## config.mk

```make
export PLATFORM = sky130hd
export DESIGN_NAME = store_merge_unit_flat
export DESIGN_NICKNAME = d
export VERILOG_FILES = /design/src/rtl/store_merge_unit_pkg.sv /design/src/rtl/store_merge_unit_if.sv /design/src/rtl/store_merge_unit_lane_align.sv /design/src/rtl/store_merge_unit.sv /design/src/flat_wrapper.sv
export SDC_FILE = /design/constraint.sdc
export NUM_CORES = 1
export LEC_CHECK = 0
export BUFFER_PORTS_ARGS = -buffer_cell sky130_fd_sc_hd__buf_2
export CAP_MARGIN = 20
export CORE_MARGIN = 2
export CORE_UTILIZATION = 35
export DETAILED_ROUTE_END_ITERATION = 12
export PLACE_DENSITY = 0.65
export SLEW_MARGIN = 40
export SYNTH_ARGS = -nofsm -noshare
export SYNTH_HDL_FRONTEND = slang
export SYNTH_HIERARCHICAL = 1
export SYNTH_SLANG_ARGS = --single-unit
```

## constraint.sdc

```tcl
create_clock -name clk -period 2.3 [get_ports clk]
set_input_delay 0.23 -clock clk [delete_from_list [all_inputs] [get_ports clk]]
set_output_delay 0.23 -clock clk [all_outputs]
set_load 0.005 [all_outputs]
```

## src/rtl/store_merge_unit_pkg.sv

```systemverilog
// rtl/store_merge_unit_pkg.sv - shared types and lane helpers for the store merge unit
package store_merge_unit_pkg;

  localparam int MAX_LANES = 8;

  typedef enum logic [1:0] {
    SZ_BYTE  = 2'd0,
    SZ_HALF  = 2'd1,
    SZ_WORD  = 2'd2,
    SZ_DWORD = 2'd3
  } size_t;

  typedef enum logic [1:0] {
    ST_IDLE  = 2'd0,
    ST_READ  = 2'd1,
    ST_WRITE = 2'd2,
    ST_RESP  = 2'd3
  } state_t;

  // Byte-lane enable pattern for a store of the given size starting at lane.
  // Lanes at or above nlanes are cleared so narrow memories never see them.
  function automatic logic [MAX_LANES-1:0] lane_mask(size_t size, logic [2:0] lane, int nlanes);
    logic [MAX_LANES-1:0] m;
    unique case (size)
      SZ_BYTE: m = 8'h01 << lane;
      SZ_HALF: m = 8'h03 << lane;
      SZ_WORD: m = 8'h0F << lane;
      default: m = 8'hFF;
    endcase
    for (int i = 0; i < MAX_LANES; i++) begin
      if (i >= nlanes) m[i] = 1'b0;
    end
    return m;
  endfunction

endpackage

```

## src/rtl/store_merge_unit_if.sv

```systemverilog
// rtl/store_merge_unit_if.sv - request/response and memory port bundle for the store merge unit
interface store_merge_unit_if #(
  parameter int DATA_W = 32,
  parameter int ADDR_W = 32
);
  localparam int NLANES = DATA_W / 8;

  logic              req_valid;
  logic              req_ready;
  logic [ADDR_W-1:0] req_addr;
  logic [DATA_W-1:0] req_data;
  logic [1:0]        req_size;
  logic              resp_done;
  logic              resp_err;
  logic [ADDR_W-1:0] mem_addr;
  logic              mem_rd;
  logic              mem_wr;
  logic [NLANES-1:0] mem_be;
  logic [DATA_W-1:0] mem_wdata;
  logic [DATA_W-1:0] mem_rdata;
  logic              mem_busy;

  // Store unit side: accepts requests, drives the memory strobes.
  modport slave (
    input  req_valid, req_addr, req_data, req_size, mem_rdata, mem_busy,
    output req_ready, resp_done, resp_err, mem_addr, mem_rd, mem_wr, mem_be, mem_wdata
  );

  // Environment side: execute stage plus data memory.
  modport master (
    output req_valid, req_addr, req_data, req_size, mem_rdata, mem_busy,
    input  req_ready, resp_done, resp_err, mem_addr, mem_rd, mem_wr, mem_be, mem_wdata
  );
endinterface

```

## src/rtl/store_merge_unit_lane_align.sv

```systemverilog
// rtl/store_merge_unit_lane_align.sv - combinational sub-word lane placement and alignment check
module store_lane_align
  import store_merge_unit_pkg::*;
#(
  parameter int DATA_W = 32,
  parameter int NLANES = DATA_W / 8,
  parameter int LANE_W = $clog2(NLANES)
) (
  input  logic [DATA_W-1:0] data_i,
  input  size_t             size_i,
  input  logic [LANE_W-1:0] lane_i,
  output logic [DATA_W-1:0] shifted_o,
  output logic [NLANES-1:0] mask_o,
  output logic              misalign_o
);

  logic [DATA_W-1:0] sized;

  // Drop data bits above the access size, then move the payload up to its lane
  always_comb begin
    sized = '0;
    unique case (size_i)
      SZ_BYTE: sized[7:0]  = data_i[7:0];
      SZ_HALF: sized[15:0] = data_i[15:0];
      SZ_WORD: sized[31:0] = data_i[31:0];
      default: sized       = data_i;
    endcase
    if (size_i == SZ_DWORD) begin
      shifted_o = sized;
    end else begin
      shifted_o = sized << {lane_i, 3'b000};
    end
  end

  assign mask_o = NLANES'(lane_mask(size_i, 3'(lane_i), NLANES));

  // Natural alignment; a dword on a 32-bit memory is an illegal size
  always_comb begin
    unique case (size_i)
      SZ_BYTE: misalign_o = 1'b0;
      SZ_HALF: misalign_o = lane_i[0];
      SZ_WORD: misalign_o = |lane_i[1:0];
      default: misalign_o = (NLANES < 8) ? 1'b1 : (|lane_i);
    endcase
  end

endmodule

```

## src/rtl/store_merge_unit.sv

```systemverilog
// rtl/store_merge_unit.sv - sub-word store unit with byte-enable or read-modify-write memory access
module store_merge_unit
  import store_merge_unit_pkg::*;
#(
  parameter int DATA_W = 32,
  parameter int ADDR_W = 32,
  parameter bit RMW_EN = 1'b1
) (
  input logic               clk,
  input logic               nrst,
  store_merge_unit_if.slave bus
);

  localparam int NLANES = DATA_W / 8;
  localparam int LANE_W = $clog2(NLANES);

  state_t            state_q, state_d;
  logic [DATA_W-1:0] shifted_q;
  logic [NLANES-1:0] bmask_q;
  logic              err_q;

  logic              mem_rd_q, mem_rd_d;
  logic              mem_wr_q, mem_wr_d;
  logic              resp_done_q, resp_done_d;
  logic              resp_err_q, resp_err_d;
  logic [ADDR_W-1:0] mem_addr_q, mem_addr_d;
  logic [NLANES-1:0] mem_be_q, mem_be_d;
  logic [DATA_W-1:0] mem_wdata_q, mem_wdata_d;

  logic [DATA_W-1:0] al_shifted;
  logic [NLANES-1:0] al_mask;
  logic              al_misalign;
  logic              accept;
  logic [ADDR_W-1:0] addr_aligned;
  logic [DATA_W-1:0] bitmask;
  logic [DATA_W-1:0] merged;

  store_lane_align #(
    .DATA_W (DATA_W),
    .NLANES (NLANES),
    .LANE_W (LANE_W)
  ) u_align (
    .data_i     (bus.req_data),
    .size_i     (size_t'(bus.req_size)),
    .lane_i     (bus.req_addr[LANE_W-1:0]),
    .shifted_o  (al_shifted),
    .mask_o     (al_mask),
    .misalign_o (al_misalign)
  );

  assign accept       = (state_q == ST_IDLE) && bus.req_valid;
  assign addr_aligned = {bus.req_addr[ADDR_W-1:LANE_W], {LANE_W{1'b0}}};

  // Widen the captured byte mask to a bit mask for the read-modify-write merge
  always_comb begin
    bitmask = '0;
    for (int i = 0; i < NLANES; i++) begin
      bitmask[8*i +: 8] = {8{bmask_q[i]}};
    end
  end

  assign merged = (bus.mem_rdata & ~bitmask) | (shifted_q & bitmask);

  // State register
  always_ff @(posedge clk or negedge nrst) begin
    if (!nrst) begin
      state_q <= ST_IDLE;
    end else begin
      state_q <= state_d;
    end
  end

  // Next-state: errors skip memory, partial stores read first when RMW is enabled
  always_comb begin
    state_d = state_q;
    unique case (state_q)
      ST_IDLE: begin
        if (bus.req_valid) begin
          if (al_misalign) begin
            state_d = ST_RESP;
          end else if (RMW_EN && !(&al_mask)) begin
            state_d = ST_READ;
          end else begin
            state_d = ST_WRITE;
          end
        end
      end
      ST_READ:  if (!bus.mem_busy) state_d = ST_WRITE;
      ST_WRITE: if (!bus.mem_busy) state_d = ST_RESP;
      ST_RESP:  state_d = ST_IDLE;
      default:  state_d = ST_IDLE;
    endcase
  end

  // Output next-values, decoded from the upcoming state so every output is a flop
  always_comb begin
    mem_rd_d    = (state_d == ST_READ);
    mem_wr_d    = (state_d == ST_WRITE);
    resp_done_d = (state_d == ST_RESP);
    resp_err_d  = (state_d == ST_RESP) && (accept ? al_misalign : err_q);

    mem_addr_d = mem_addr_q;
    if (accept && !al_misalign) begin
      mem_addr_d = addr_aligned;
    end

    mem_wdata_d = mem_wdata_q;
    if (accept && (state_d == ST_WRITE)) begin
      mem_wdata_d = al_shifted;
    end else if ((state_q == ST_READ) && (state_d == ST_WRITE)) begin
      mem_wdata_d = merged;
    end

    mem_be_d = '0;
    if ((state_d == ST_READ) || (state_d == ST_WRITE)) begin
      if (RMW_EN) begin
        mem_be_d = '1;
      end else if (accept) begin
        mem_be_d = al_mask;
      end else begin
        mem_be_d = mem_be_q;
      end
    end
  end

  // Request capture: lane-placed data, byte mask and alignment verdict
  always_ff @(posedge clk or negedge nrst) begin
    if (!nrst) begin
      shifted_q <= '0;
      bmask_q   <= '0;
      err_q     <= 1'b0;
    end else if (accept) begin
      shifted_q <= al_shifted;
      bmask_q   <= al_mask;
      err_q     <= al_misalign;
    end
  end

  // Registered outputs; reset drops strobes immediately and abandons the store
  always_ff @(posedge clk or negedge nrst) begin
    if (!nrst) begin
      mem_rd_q    <= 1'b0;
      mem_wr_q    <= 1'b0;
      resp_done_q <= 1'b0;
      resp_err_q  <= 1'b0;
      mem_addr_q  <= '0;
      mem_be_q    <= '0;
      mem_wdata_q <= '0;
    end else begin
      mem_rd_q    <= mem_rd_d;
      mem_wr_q    <= mem_wr_d;
      resp_done_q <= resp_done_d;
      resp_err_q  <= resp_err_d;
      mem_addr_q  <= mem_addr_d;
      mem_be_q    <= mem_be_d;
      mem_wdata_q <= mem_wdata_d;
    end
  end

  assign bus.req_ready = (state_q == ST_IDLE);
  assign bus.resp_done = resp_done_q;
  assign bus.resp_err  = resp_err_q;
  assign bus.mem_rd    = mem_rd_q;
  assign bus.mem_wr    = mem_wr_q;
  assign bus.mem_addr  = mem_addr_q;
  assign bus.mem_be    = mem_be_q;
  assign bus.mem_wdata = mem_wdata_q;

endmodule

```

## src/flat_wrapper.sv

```systemverilog
// flat-port wrapper written by rule: the top's interface ports become plain ports
module store_merge_unit_flat import store_merge_unit_pkg::*;
#(
  parameter int DATA_W = 32,
  parameter int ADDR_W = 32,
  parameter bit RMW_EN = 1'b1
)
  (clk, nrst, bus_req_valid, bus_req_addr, bus_req_data, bus_req_size, bus_mem_rdata, bus_mem_busy, bus_req_ready, bus_resp_done, bus_resp_err, bus_mem_addr, bus_mem_rd, bus_mem_wr, bus_mem_be, bus_mem_wdata);
  store_merge_unit_if #(.DATA_W(DATA_W), .ADDR_W(ADDR_W)) bus_i ();
  input logic clk;
  input logic nrst;
  input wire logic [$bits(bus_i.req_valid)-1:0] bus_req_valid;
  input wire logic [$bits(bus_i.req_addr)-1:0] bus_req_addr;
  input wire logic [$bits(bus_i.req_data)-1:0] bus_req_data;
  input wire logic [$bits(bus_i.req_size)-1:0] bus_req_size;
  input wire logic [$bits(bus_i.mem_rdata)-1:0] bus_mem_rdata;
  input wire logic [$bits(bus_i.mem_busy)-1:0] bus_mem_busy;
  output wire logic [$bits(bus_i.req_ready)-1:0] bus_req_ready;
  output wire logic [$bits(bus_i.resp_done)-1:0] bus_resp_done;
  output wire logic [$bits(bus_i.resp_err)-1:0] bus_resp_err;
  output wire logic [$bits(bus_i.mem_addr)-1:0] bus_mem_addr;
  output wire logic [$bits(bus_i.mem_rd)-1:0] bus_mem_rd;
  output wire logic [$bits(bus_i.mem_wr)-1:0] bus_mem_wr;
  output wire logic [$bits(bus_i.mem_be)-1:0] bus_mem_be;
  output wire logic [$bits(bus_i.mem_wdata)-1:0] bus_mem_wdata;
  assign bus_i.req_valid = bus_req_valid;
  assign bus_i.req_addr = bus_req_addr;
  assign bus_i.req_data = bus_req_data;
  assign bus_i.req_size = bus_req_size;
  assign bus_i.mem_rdata = bus_mem_rdata;
  assign bus_i.mem_busy = bus_mem_busy;
  assign bus_req_ready = bus_i.req_ready;
  assign bus_resp_done = bus_i.resp_done;
  assign bus_resp_err = bus_i.resp_err;
  assign bus_mem_addr = bus_i.mem_addr;
  assign bus_mem_rd = bus_i.mem_rd;
  assign bus_mem_wr = bus_i.mem_wr;
  assign bus_mem_be = bus_i.mem_be;
  assign bus_mem_wdata = bus_i.mem_wdata;
  store_merge_unit #(.DATA_W(DATA_W), .ADDR_W(ADDR_W), .RMW_EN(RMW_EN)) u_core (.clk(clk), .nrst(nrst), .bus(bus_i));
endmodule
```

# Yosys cells after proc, flatten, opt, wreduce, memory -nomap -nowiden
# Index checks and enable logic that the tools add are counted.
[totals]
register_bits = 109
in_bits = 102
output_inout_bits = 73
[classes]
eq_ne = 9
shift = 4
muxes = 15
n_bitwise = 4
reduce_logical = 13
[op_table]
columns = ["op", "n"]
rows = [
  ["$mux W32", 3],
  ["$and A32 B32 Y32", 2],
  ["$not A32 Y32", 1],
  ["$or A32 B32 Y32", 1],
  ["$shl A32 B5 Y32", 1],
  ["$mux W16", 1],
  ["$eq A2 B2 Y1 const B", 6],
  ["$pmux W4 S3", 1],
  ["$mux W2", 5],
  ["$mux W8", 1],
  ["$pmux W2 S4", 1],
  ["$eq A2 B1 Y1 const B", 3],
  ["$logic_and A1 B1 Y1", 5],
  ["$logic_not A2 Y1", 2],
  ["$mux W4", 1],
  ["$reduce_and A4 Y1", 1],
  ["$reduce_or A2 Y1", 2],
  ["$shl A1 B2 Y4 const A", 1],
  ["$shl A2 B2 Y4 const A", 1],
  ["$shl A4 B2 Y4 const A", 1],
  ["$pmux W1 S3", 1],
  ["$reduce_bool A2 Y1", 1],
  ["$logic_not A1 Y1", 1],
  ["$logic_or A1 B1 Y1", 1],
  ["$mux W1", 1],
]

# Logic depth before layout (Yosys ltp)
# Gate-level depths: netlist of run 1.
[logic_depth]
word_depth = 11
depth_mapped = 16

# Modules after synthesis
# The synthesis of run 1 kept the hierarchy.
[by_module_without_submodules]
columns = ["mod", "instances", "cells_per_inst", "area_per_inst_um2", "seq_area_each_um2"]
rows = [
  ["store_merge_unit", 1, 321, 4793.3, 2652.5],
  ["store_lane_align", 1, 130, 974.7, 0.0],
]

# Worst setup path before layout of run 1
# OpenSTA, ideal clock, no wires.
[synth_path]
path_type = "in2reg"
startpoint = "input bus_req_size[1]"
endpoint = "register u_core.mem_wdata_q[0] (netlist: u_core/bus.mem_wdata[0])"
setup_ns = 0.125
arrival_ns = 2.983
t_required_ns = 2.175
setup_slack_ns = -0.808
cell_stages = 16
path_cell_list = "buf_4 > clkbuf_1 > inv_1 > ha_1 > nor2_1 > a21oi_1 > or2_1 > nand4_1 > o21ai_0 > a221o_1 > ha_1 > nand4bb_1 > clkbuf_1 > clkbuf_1 > a2bb2oi_1 > mux2_2"
[synth_between]
elab_chain_cells = 10
word_cells_on_any_way = 21
cone_classes = "eq/ne (4); shift (1); mux (10); reduce/logical (6)"
[synth_rtl]
columns = ["item", "line_no", "text"]
rows = [
  ["start, declared", "flat_wrapper.sv:15", "input wire logic [$bits(bus_i.req_size)-1:0] bus_req_size;"],
  ["$eq A2 B2 Y1 (tied with other cells)", "store_merge_unit_pkg.sv:24", "unique case (size)"],
  ["$pmux W4 S3 (*)", "store_merge_unit_pkg.sv:24", ""],
  ["via u_core.al_mask[3]", "store_merge_unit.sv:31", "logic [NLANES-1:0] al_mask;"],
  ["$reduce_and A4 Y1 (*)", "store_merge_unit.sv:81", "end else if (RMW_EN && !(&al_mask)) begin"],
  ["$mux W2 (*)", "store_merge_unit.sv:81", ""],
  ["$mux W2 (*)", "store_merge_unit.sv:79", "if (al_misalign) begin"],
  ["$mux W2 (*)", "store_merge_unit.sv:78", "if (bus.req_valid) begin"],
  ["$pmux W2 S4 (*)", "store_merge_unit.sv:76", "unique case (state_q)"],
  ["$eq A2 B2 Y1 (*)", "store_merge_unit.sv:108, store_merge_unit.sv:110", ""],
  ["$logic_and A1 B1 Y1, on equally long branches", "store_merge_unit.sv:108, store_merge_unit.sv:110", ""],
  ["$mux W32 / $reduce_bool A2 Y1 (equally long branches)", "-", ""],
  ["end signal, assigned", "store_merge_unit.sv:156", "mem_wdata_q <= mem_wdata_d;"],
  ["end, declared", "store_merge_unit.sv:28", "logic [DATA_W-1:0] mem_wdata_q, mem_wdata_d;"],
]
# Mark *: on every way through the listed nets, which the timed path passes. The rest lies on a longest branch.
# A chain may end at the register's enable or synchronous reset.

# Worst setup path after layout of run 1
[layout_path]
startpoint = "input bus_req_size[0]"
endpoint = "register u_core.mem_wdata_q[18] (netlist: u_core/bus.mem_wdata[18])"
# Same word-level chain as after synthesis.

==> results.tsv, run 1 <==
stage	metric	value	unit
worst_setup_path	FF-to-FF setup slack	120	ps
worst_setup_path	crit-path max FO	14	
yosys	Yosys Warn Count	6	
grt	vias in the first global route	4783	
power_and_ir_drop	sequential power share	0.376	
placed_design	Final GP Congestion	0.823	
power_and_ir_drop	Combinational Power Share	0.455	
worst_setup_path	Setup crit start kind	input port	
min_path	Hold/Removal Path Class	in2reg	
worst_setup_path	worst path required time	2540	ps
placed_design	placed cell area	6970	µm²
clocking	CTS clock-pin slew for the worst setup and hold paths	70	ps
grt	largest net degree at the start of global routing	44	
finish	fin cells	862	
detailed_routing	final wirelength	17500	µm
clocking	TritonCTS clock tree	done	
finish	Layout area overhead	34.1	%
power_and_ir_drop	Internal Power	6.12	mW
placed_design	hpwl dp	12300	µm
detailed_routing	vias per cell	5.25	
worst_setup_path	worst setup path class	in2reg	
yosys	post-synthesis sequential area ratio	0.460	
worst_setup_path	Crit-path slowest cell	a311o_1	
finish	finished layout cell area	7730	µm²
worst_setup_path	Setup crit end kind	flop	
detailed_routing	DR vias	4524	
die	die area	17500	µm²
detailed_routing	Antenna Nets Post-Route	0	
clocking	H-tree depth	3	
die	die height	132	µm
sta	RSZ-0062 raised after global routing	yes	
job	max_cap viols	0	
yosys	Mapped Cells	451	
sta	Hold Violations, Final	0	
yosys	Post-synth top flop	dfrtp_1	
grt	routing usage on met3	0.0327	
yosys	most frequent cells after synthesis	dfrtp_1, mux2_2, a2bb2oi_1, mux2i_1, mux2_4	
grt	met1 usage in global routing	0.251	
clocking	clk sinks	106	
yosys	Netlist Area Pre-Place	5770	µm²
placed_design	# placed instances	826	
finish	layout cells sized above 1	0.570	
power_and_ir_drop	switch share	0.324	
sta	fin crit share	1.01	
placed_design	dpl ws	-508	ps
yosys	Avg Cell Area, Syn	12.8	µm²
die	I/O pins	175	
sta	clock skew	5.95	ps
yosys	top-area cell type share of the netlist area	0.460	
power_and_ir_drop	Power Dens Cells	1170	nW/µm²
sta	final setup margin	-27.2	ps
worst_setup_path	WP buf/inv	4	
die	Initial Util	0.360	
detailed_routing	Initial DRT Pass Iterations	5	
sta	max_slew headroom	0.604	
sta	FMAX	430	MHz
sta	max-slew violations	0	
placed_design	I/O Buffers	172	
yosys	Yosys reg bits	106	
grt	GRT Util Overall	0.197	
power_and_ir_drop	leakage	3.91	nW
sta	setup TNS	-197	ps
worst_setup_path	crit-path cells	buf_8, inv_8, ha_4, a311o_1, nand4_1, o21ai_2, a221o_1, ha_4, buf_6, nand4bb_4, buf_8, a2bb2oi_1, mux2_4	
yosys	synth top area cells	dfrtp_1, mux2_2, mux2i_1, mux2_4, a2bb2oi_1	
detailed_routing	DR iter-0 viols	286	
worst_setup_path	delay-heaviest family, CP	compound AO/OA/AOI/OAI gates	
detailed_routing	DR WL/cell	20.3	µm
yosys	asr flop ratio synth	1.00	
yosys	most common cell in the netlist	dfrtp_1	
clocking	Num CTS Buffers	9	
status	status	finished, violations left	
yosys	Netlist cell types	45	
power_and_ir_drop	clock power share	0.169	
clocking	clk buf depth	2	
die	# rows	46	
worst_setup_path	Crit path largest cell delay	400	ps
worst_setup_path	Crit path arrival time	2570	ps
power_and_ir_drop	worst vdd ir	0.000541	V
finish	Nets	751	
grt	met2 Track Usage GR	0.339	
finish	fin util	0.483	
clocking	Root Driver	clkbuf_16	
sta	final setup fails	21	
grt	grt total ovfl	0	
die	Core Region	16000	µm²
grt	first-pass GRT wire length	26900	µm
sta	min Tclk post-route	2330	ps
power_and_ir_drop	Sw Pwr	2.93	mW
clocking	Skew-Pair Late Insertion Delay	350	ps
yosys	cell taking the most area after synthesis	dfrtp_1	
status	failing checks	setup timing	
grt	initial antenna violation count	2	
finish	fillers	1510	
grt	grt peak-use layer	met2	
yosys	number of synthesized flops with an enable pin	0	
die	Die Wd	132	µm
detailed_routing	drc violations	0	
sta	pin slew with the least headroom to its limit	594	ps
-- layout by cell type, fill, tap and decap left out, drive strengths merged, types with 2 or more instances in the layout --
master,count
a21oi,3
a222oi,2
a22oi,6
a2bb2oi,34
a31oi,6
a32o,8
and2,10
buf,217
clkbuf,12
clkinvlp,2
conb,2
dfrtp,106
diode,2
ha,8
inv,8
mux2,98
mux2i,32
nand2,19
nand2b,11
nand3,8
nand4b,6
nor2,9
nor2b,3
o211a,6
o21a,2
o21ai,3
o21bai,3
o221ai,8
-- per-layer routing --
layer,up-vias,share of wire
met5,-,0
met4,0,0.020
met3,20,0.050
met2,142,0.51
met1,2303,0.42
li1,2059,-
-- flip-flops by register name, indices dropped and copies added, names as in the netlist --
name and flops:
u_core/bus.mem_be 1, u_core/shifted_q 32, u_core/bus.mem_rd 1, u_core/bus.mem_addr 30, u_core/err_q 1, u_core/state_q 2, u_core/bus.mem_wr 1, u_core/bus.resp_err 1
u_core/bus.resp_done 1, u_core/bmask_q 4, u_core/bus.mem_wdata 32
-- kinds of logic after synthesis --
kind of cell	count (synthesis)	synth area share
AO/OA/AOI/OAI	86	0.136
multiplexers	130	0.260
flip-flops	106	0.460
other	1	0.000650
AND/OR/NAND/NOR	71	0.0725
adder cells (fa/ha/maj)	8	0.0174
buffers and inverters	49	0.0538
-- worst register-to-register path: cells and delay by family, from the launching register on --
kind	cells	cell delay [ps]
AOI/OAI and AO/OA	2	220
adders and majority gates	1	180
buffers and inverters	2	290
DFF	1	480
muxes	1	280
and+or+nand+nor	3	630
-- per-stage QoR --
step	power, mW	hold WS [ps]
final	9.05	99.5
after global routing	9.60	93.7
after CTS	8.88	87.0
after detailed placement	7.03	273
after global placement	6.85	266
after floorplan	5.70	-65.6
-- repair_timing --
item / in CTS / in global routing
cloned: 3 / 2
buffers inserted: 9 / 5
endpoints found under the hold margin: 40 / 0
resized for setup: 42 / 26
endpoints found under the setup margin: 32 / 33
hold buffers: 1 / 0
pin swaps: 12 / 3
-- worst paths after layout --
check	cells past startpoint	from	end
setup / recovery	13	bus_req_size[0]	u_core/bus.mem_wdata[18]
hold / removal	2	bus_req_addr[27]	u_core/bus.mem_addr[27]
setup reg to reg	9	u_core/state_q[1]	u_core/bus.mem_wdata[18]
hold reg to reg	2	u_core/err_q	u_core/err_q
max in group asynchronous	3	nrst	u_core/bus.mem_wdata[28]
min in group asynchronous	2	nrst	u_core/bus.mem_addr[13]
-- power by group through the flow --
stage	registers, mW	clock network, mW	logic (mW)
6_report	3.41	1.53	4.12
5_1_grt	3.53	1.64	4.43
4_1_cts	3.39	1.57	3.92
3_5_place_dp	3.41	0	3.62
3_3_place_gp	3.37	0	3.48
2_1_floorplan	3.23	0	2.47
-- area by class of cell --
cell class                      count  area, µm²  area share
Clock inverter                      4       53.8     0.00696
Clock buffer                       10        229      0.0296
Multi-Input combinational cell    297       3090       0.400
Tap cell                          216        270      0.0349
Timing Repair Buffer              220       1390       0.180
Antenna cell                        2       5.00    0.000647
Inverter                            7       36.3     0.00469
Sequential cell                   106       2650       0.343
Note: power is estimated with default switching activity, not from simulation.
==> inputs of run 2 (changes only) <==
- PLACE_DENSITY: 0.65 -> default
==> run 2 against run 1 <==
  * The flow still finishes with violations (setup timing)
  * Largest cell class unchanged
  * Non-clock buffer count fell by 11
  * Highest routed layer unchanged
  * Wire length fell by 6.6%
  * Clock power rose by 7%
  * First-iteration DRC count fell by 16%
  * Combinational power fell by 5.3%
  * Sequential power fell by 1%
  * Fmax fell by 1.2%
  * Worst hold slack improved by 7.0 ps
  * Utilization fell by 1.1 points
  * Critical endpoint is now u_core/bus.mem_wdata[6]
  * Largest power group unchanged
==> results.tsv, run 2 (same netlist as run 1, synthesis figures left out) <==
stage	metric	value	unit
clocking	Root Driver	clkbuf_16	
grt	GRT Util Overall	0.190	
grt	initial antenna violation count	2	
detailed_routing	drc violations	0	
placed_design	I/O Buffers	172	
grt	grt total ovfl	0	
die	# rows	46	
finish	layout cells sized above 1	0.546	
grt	vias in the first global route	4595	
detailed_routing	DR iter-0 viols	239	
clocking	H-tree depth	3	
finish	Nets	740	
placed_design	# placed instances	824	
clocking	clk sinks	106	
sta	min Tclk post-route	2350	ps
detailed_routing	Routed met2 length	8300	µm
sta	RSZ-0062 raised after global routing	yes	
finish	Layout area overhead	31.1	%
detailed_routing	Initial DRT Pass Iterations	5	
die	die area	17500	µm²
status	status	finished, violations left	
status	failing checks	setup timing	
clocking	Skew-Pair Late Insertion Delay	350	ps
worst_setup_path	Setup crit start kind	input port	
sta	pin slew with the least headroom to its limit	591	ps
placed_design	Final GP Congestion	0.859	
finish	fin cells	853	
job	max_cap viols	0	
power_and_ir_drop	Power Dens Cells	1180	nW/µm²
sta	Hold Violations, Final	0	
clocking	Num CTS Buffers	9	
worst_setup_path	Setup crit end kind	flop	
detailed_routing	DR WL/cell	19.2	µm
placed_design	hpwl dp	11600	µm
worst_setup_path	worst path required time	2530	ps
worst_setup_path	crit-path max FO	8	
sta	max-slew violations	0	
detailed_routing	Antenna Nets Post-Route	0	
power_and_ir_drop	total power	8.91	mW
detailed_routing	final wirelength	16400	µm
sta	max_slew headroom	0.606	
power_and_ir_drop	worst vdd ir	0.000523	V
clocking	clk buf depth	2	
worst_setup_path	Crit path arrival time	2580	ps
detailed_routing	wl on met1	7040	µm
die	Core Region	16000	µm²
detailed_routing	top layer in use	met4	
detailed_routing	vias per cell	5.10	
finish	commonest non-fill, non-tap cell in the layout	buf_2	
min_path	Hold/Removal Path Class	in2reg	
sta	FMAX	425	MHz
power_and_ir_drop	leakage	3.86	nW
grt	largest net degree at the start of global routing	107	
sta	final setup margin	-54.9	ps
finish	most frequent cells in the layout	buf_2, dfrtp_1, mux2_4, mux2_2, a2bb2oi_1	
grt	first-pass GRT wire length	26000	µm
die	I/O pins	175	
die	Initial Util	0.360	
sta	fin crit share	1.02	
detailed_routing	met3 WL post-DR	846	µm
sta	clock skew	8.05	ps
clocking	CTS clock-pin slew for the worst setup and hold paths	80	ps
detailed_routing	DR vias	4353	
die	die height	132	µm
worst_setup_path	worst setup path class	in2reg	
sta	final setup fails	26	
die	Die Wd	132	µm
clocking	TritonCTS clock tree	done	
-- run 2: final cells by class --
type | count | area (µm²)
multi-input cells | 297 | 3000
diodes | 2 | 5.00
clock inverters | 6 | 72.6
repair buffers | 209 | 1280
fillers | 1522 | 8440
inverters | 7 | 36.3
flip-flops and latches | 106 | 2650
well taps | 216 | 270
clock buffers | 10 | 239
-- run 2: routing by layer --
| metal | vias up | GRT usage |
|---|---|---|
| li1 | 2027 | - |
| met1 | 2207 | 0.252 |
| met2 | 112 | 0.318 |
| met3 | 7 | 0.0361 |
| met4 | 0 | 0.0490 |
| met5 | - | 0 |
-- run 2: final timing paths --
path / to / cells after the start / slack (ps) / startpoint
max in group asynchronous: u_core/shifted_q[6] / 3 / 1350 / nrst
worst min register to register: u_core/bus.mem_addr[30] / 1 / 500 / u_core/bus.mem_addr[30]
worst max-delay path: u_core/bus.mem_wdata[6] / 13 / -50 / bus_req_size[0]
worst min-delay path: u_core/bus.mem_addr[27] / 2 / 110 / bus_req_addr[27]
min in group asynchronous: u_core/bus.mem_addr[5] / 3 / 490 / nrst
worst max register to register: u_core/bus.mem_wdata[6] / 7 / 20 / u_core/state_q[1]
-- run 2: power by group --
part	switching, mW	internal, mW
Clock	0.753	0.890
Combinational	1.47	2.43
Sequential	0.612	2.76
-- run 2: timing repair --
action                     CTS  global route
setup endpoints to repair   32            32
hold endpoints to repair    83             0
buffers inserted             6             2
resized for setup           42             5
cloned                       2             0
pin swaps                   12             1
hold buffers                 1             0
-- run 2: critical path: stages --
cell and delay, ps:
buf_8 110, inv_8 50, ha_4 210, nor2_4 90, a21oi_2 60, or2_1 240
nand4_1 110, o21ai_2 60, a221o_1 360, ha_2 200, o211ai_1 180, bufbuf_16 360
mux2_4 300
-- run 2: stage by stage --
step                      TNS (ps)  worst slack [ps]  utilization  cell area (µm²)  hold slack [ps]
after CTS                     -262             -36.8        0.470             7520             86.9
after global routing         -4960              -194        0.473             7560             92.4
after global placement      -13540              -441        0.434             6940              343
after floorplan             -10940              -361            -             5890            -65.6
final                         -669             -54.9        0.473             7560              106
after detailed placement    -15470              -509        0.434             6940              362
==> inputs of run 3 (changes only) <==
- SKIP_LAST_GASP: default -> 1
- clock period: 2.3 -> 2.7 ns (I/O delays scaled with it)
==> run 3 against run 2 <==
  * The run now ends clean
  * Register-to-register slack improved by 380 ps
  * Non-clock buffer count decreased by 18
  * Utilization decreased by 2.4 points
  * First-iteration DRC count increased by 15%
  * Sequential cell count unchanged
  * Clock skew decreased by 2.5 ps
  * Largest cell class unchanged
  * Die area unchanged
  * Cell count decreased by 2.5%
==> results.tsv, run 3 (same netlist as run 1, synthesis figures left out) <==
stage	metric	value	unit
status	status	complete, no violations	
worst_setup_path	WP buf/inv	3	
worst_setup_path	delay-heaviest family, CP	compound AO/OA/AOI/OAI gates	
die	Initial Util	0.360	
job	max_cap viols	0	
detailed_routing	wl on met1	6590	µm
detailed_routing	Initial DRT Pass Iterations	4	
sta	FMAX	396	MHz
placed_design	# placed instances	816	
worst_setup_path	reg2reg start	u_core/state_q[1]	
grt	initial antenna violation count	2	
worst_setup_path	Crit path largest cell delay	360	ps
clocking	Num CTS Buffers	9	
sta	max-slew violations	0	
worst_setup_path	worst setup path class	in2reg	
finish	most frequent cells in the layout	buf_2, dfrtp_1, mux2_2, a2bb2oi_1, mux2i_1	
detailed_routing	Routed met2 length	7250	µm
finish	Layout area overhead	24.5	%
detailed_routing	top layer in use	met5	
worst_setup_path	worst reg2reg endpoint	u_core/bus.mem_wdata[13]	
die	die area	17500	µm²
clocking	Root Driver	clkbuf_16	
worst_setup_path	crit-path max FO	15	
clocking	H-tree depth	3	
grt	largest net degree at the start of global routing	69	
min_path	worst hold stages	2	
grt	grt total ovfl	0	
detailed_routing	drc violations	0	
worst_setup_path	Setup crit start kind	input port	
worst_setup_path	CP startpoint	bus_req_size[0]	
worst_setup_path	R2R depth	7	
die	die height	132	µm
sta	RSZ-0062 raised after global routing	no	
min_path	Hold/Removal Path Class	in2reg	
placed_design	I/O Buffers	172	
worst_setup_path	crit-path cells	buf_2, inv_1, ha_1, nor2_1, nor2_1, a311o_1, nand4_1, o21ai_1, a221o_1, ha_2, o211ai_1, buf_4, mux2_2	
clocking	TritonCTS clock tree	done	
worst_setup_path	most frequent cell on the critical path	nor2_1	
worst_setup_path	Crit-path slowest cell	mux2_2	
finish	fillers	1545	
power_and_ir_drop	Internal Power	4.91	mW
die	# rows	46	
sta	clock skew	5.59	ps
grt	GRT Util Overall	0.182	
sta	max_slew headroom	0.605	
power_and_ir_drop	clock power share	0.188	
grt	first-pass GRT wire length	24900	µm
power_and_ir_drop	Sw Pwr	2.28	mW
detailed_routing	Antenna Nets Post-Route	0	
grt	vias in the first global route	4417	
finish	Nets	722	
worst_setup_path	Crit path arrival time	2760	ps
finish	fin util	0.449	
power_and_ir_drop	switch share	0.317	
sta	setup TNS	0	ps
die	Die Wd	132	µm
finish	ant diodes	0	
finish	fin cells	832	
power_and_ir_drop	Power Dens Cells	1000	nW/µm²
clocking	CTS clock-pin slew for the worst setup and hold paths	70	ps
worst_setup_path	Setup crit end kind	flop	
detailed_routing	DR WL/cell	18.8	µm
sta	pin slew with the least headroom to its limit	592	ps
sta	final setup fails	0	
power_and_ir_drop	leakage	3.62	nW
placed_design	Final GP Congestion	0.840	
power_and_ir_drop	Combinational Power Share	0.410	
power_and_ir_drop	worst vdd ir	0.000444	V
min_path	HP Start	bus_req_addr[27]	
detailed_routing	DR iter-0 viols	276	
worst_setup_path	worst path required time	2930	ps
clocking	Skew-Pair Late Insertion Delay	350	ps
finish	commonest non-fill, non-tap cell in the layout	buf_2	
sta	Hold Violations, Final	0	
detailed_routing	DR vias	4307	
worst_setup_path	FF-to-FF setup slack	400	ps
detailed_routing	vias per cell	5.18	
sta	fin crit share	0.936	
min_path	Worst Hold End	u_core/bus.mem_addr[27]	
placed_design	hpwl dp	11700	µm
die	Core Region	16000	µm²
die	I/O pins	175	
finish	layout cells sized above 1	0.518	
detailed_routing	met3 WL post-DR	1560	µm
clocking	clk sinks	106	
sta	min Tclk post-route	2530	ps
detailed_routing	final wirelength	15600	µm
clocking	clk buf depth	2	
power_and_ir_drop	sequential power share	0.401	
run 3: what timing repair did:
action | in CTS | in global routing
hold buffers | 1 | 0
setup buffers | 0 | 0
resized for setup | 0 | 0
hold endpoints to repair | 41 | 0
run 3: final cells by class:
type                       instances  area (µm²)  area share
clock buffer                      12         256      0.0357
clock inverter                     3        47.5     0.00662
inverter                           7        28.8     0.00401
tap                              216         270      0.0376
timing repair buffer             191        1060       0.147
sequential                       106        2650       0.369
multi-input combinational        297        2870       0.399
run 3: worst max-delay path by stage:
stage / end / slack [ps] / depth (start not counted)
4_1_cts: u_core/bus.mem_wdata[15] / 190 / 13
2_1_floorplan: u_core/bus.mem_wdata[0] / -1 / 14
5_1_grt: u_core/bus.mem_wdata[15] / 60 / 13
6_report: u_core/bus.mem_wdata[13] / 170 / 13
3_3_place_gp: u_core/bus.mem_wdata[14] / -120 / 13
3_5_place_dp: u_core/bus.mem_wdata[15] / -180 / 13
run 3: layer usage:
metal,vias up,GRT usage
met1,2110,0.238
met3,17,0.0696
met2,179,0.286
met4,4,0.0430
met5,-,0
li1,1997,-
run 3: worst register-to-register path, cell delays in order, from the launching register on:
cell and delay, ps:
dfrtp_1 450, nor2_1 320, o21ai_0 180, and2_1 190, ha_2 190, o211ai_1 160, buf_4 310, mux2_2 370
run 3: metrics by stage:
| stage | setup slack, ps | hold slack [ps] | instance area (µm²) | power (mW) |
|---|---|---|---|---|
| global route | 59.2 | 127 | 7180 | 7.68 |
| floorplan | -1.27 | -25.6 | 5870 | 4.82 |
| global placement | -121 | 299 | 6870 | 5.78 |
| finish | 173 | 145 | 7180 | 7.19 |
| detailed placement | -177 | 310 | 6870 | 5.88 |
| CTS | 187 | 129 | 7180 | 7.28 |
run 3: power groups by stage:
stage | Sequential, mW | Combinational, mW | Clock, mW
2_1_floorplan | 2.75 | 2.07 | 0
3_3_place_gp | 2.87 | 2.91 | 0
3_5_place_dp | 2.90 | 2.98 | 0
4_1_cts | 2.89 | 2.99 | 1.40
5_1_grt | 3.00 | 3.21 | 1.47
6_report | 2.89 | 2.95 | 1.35
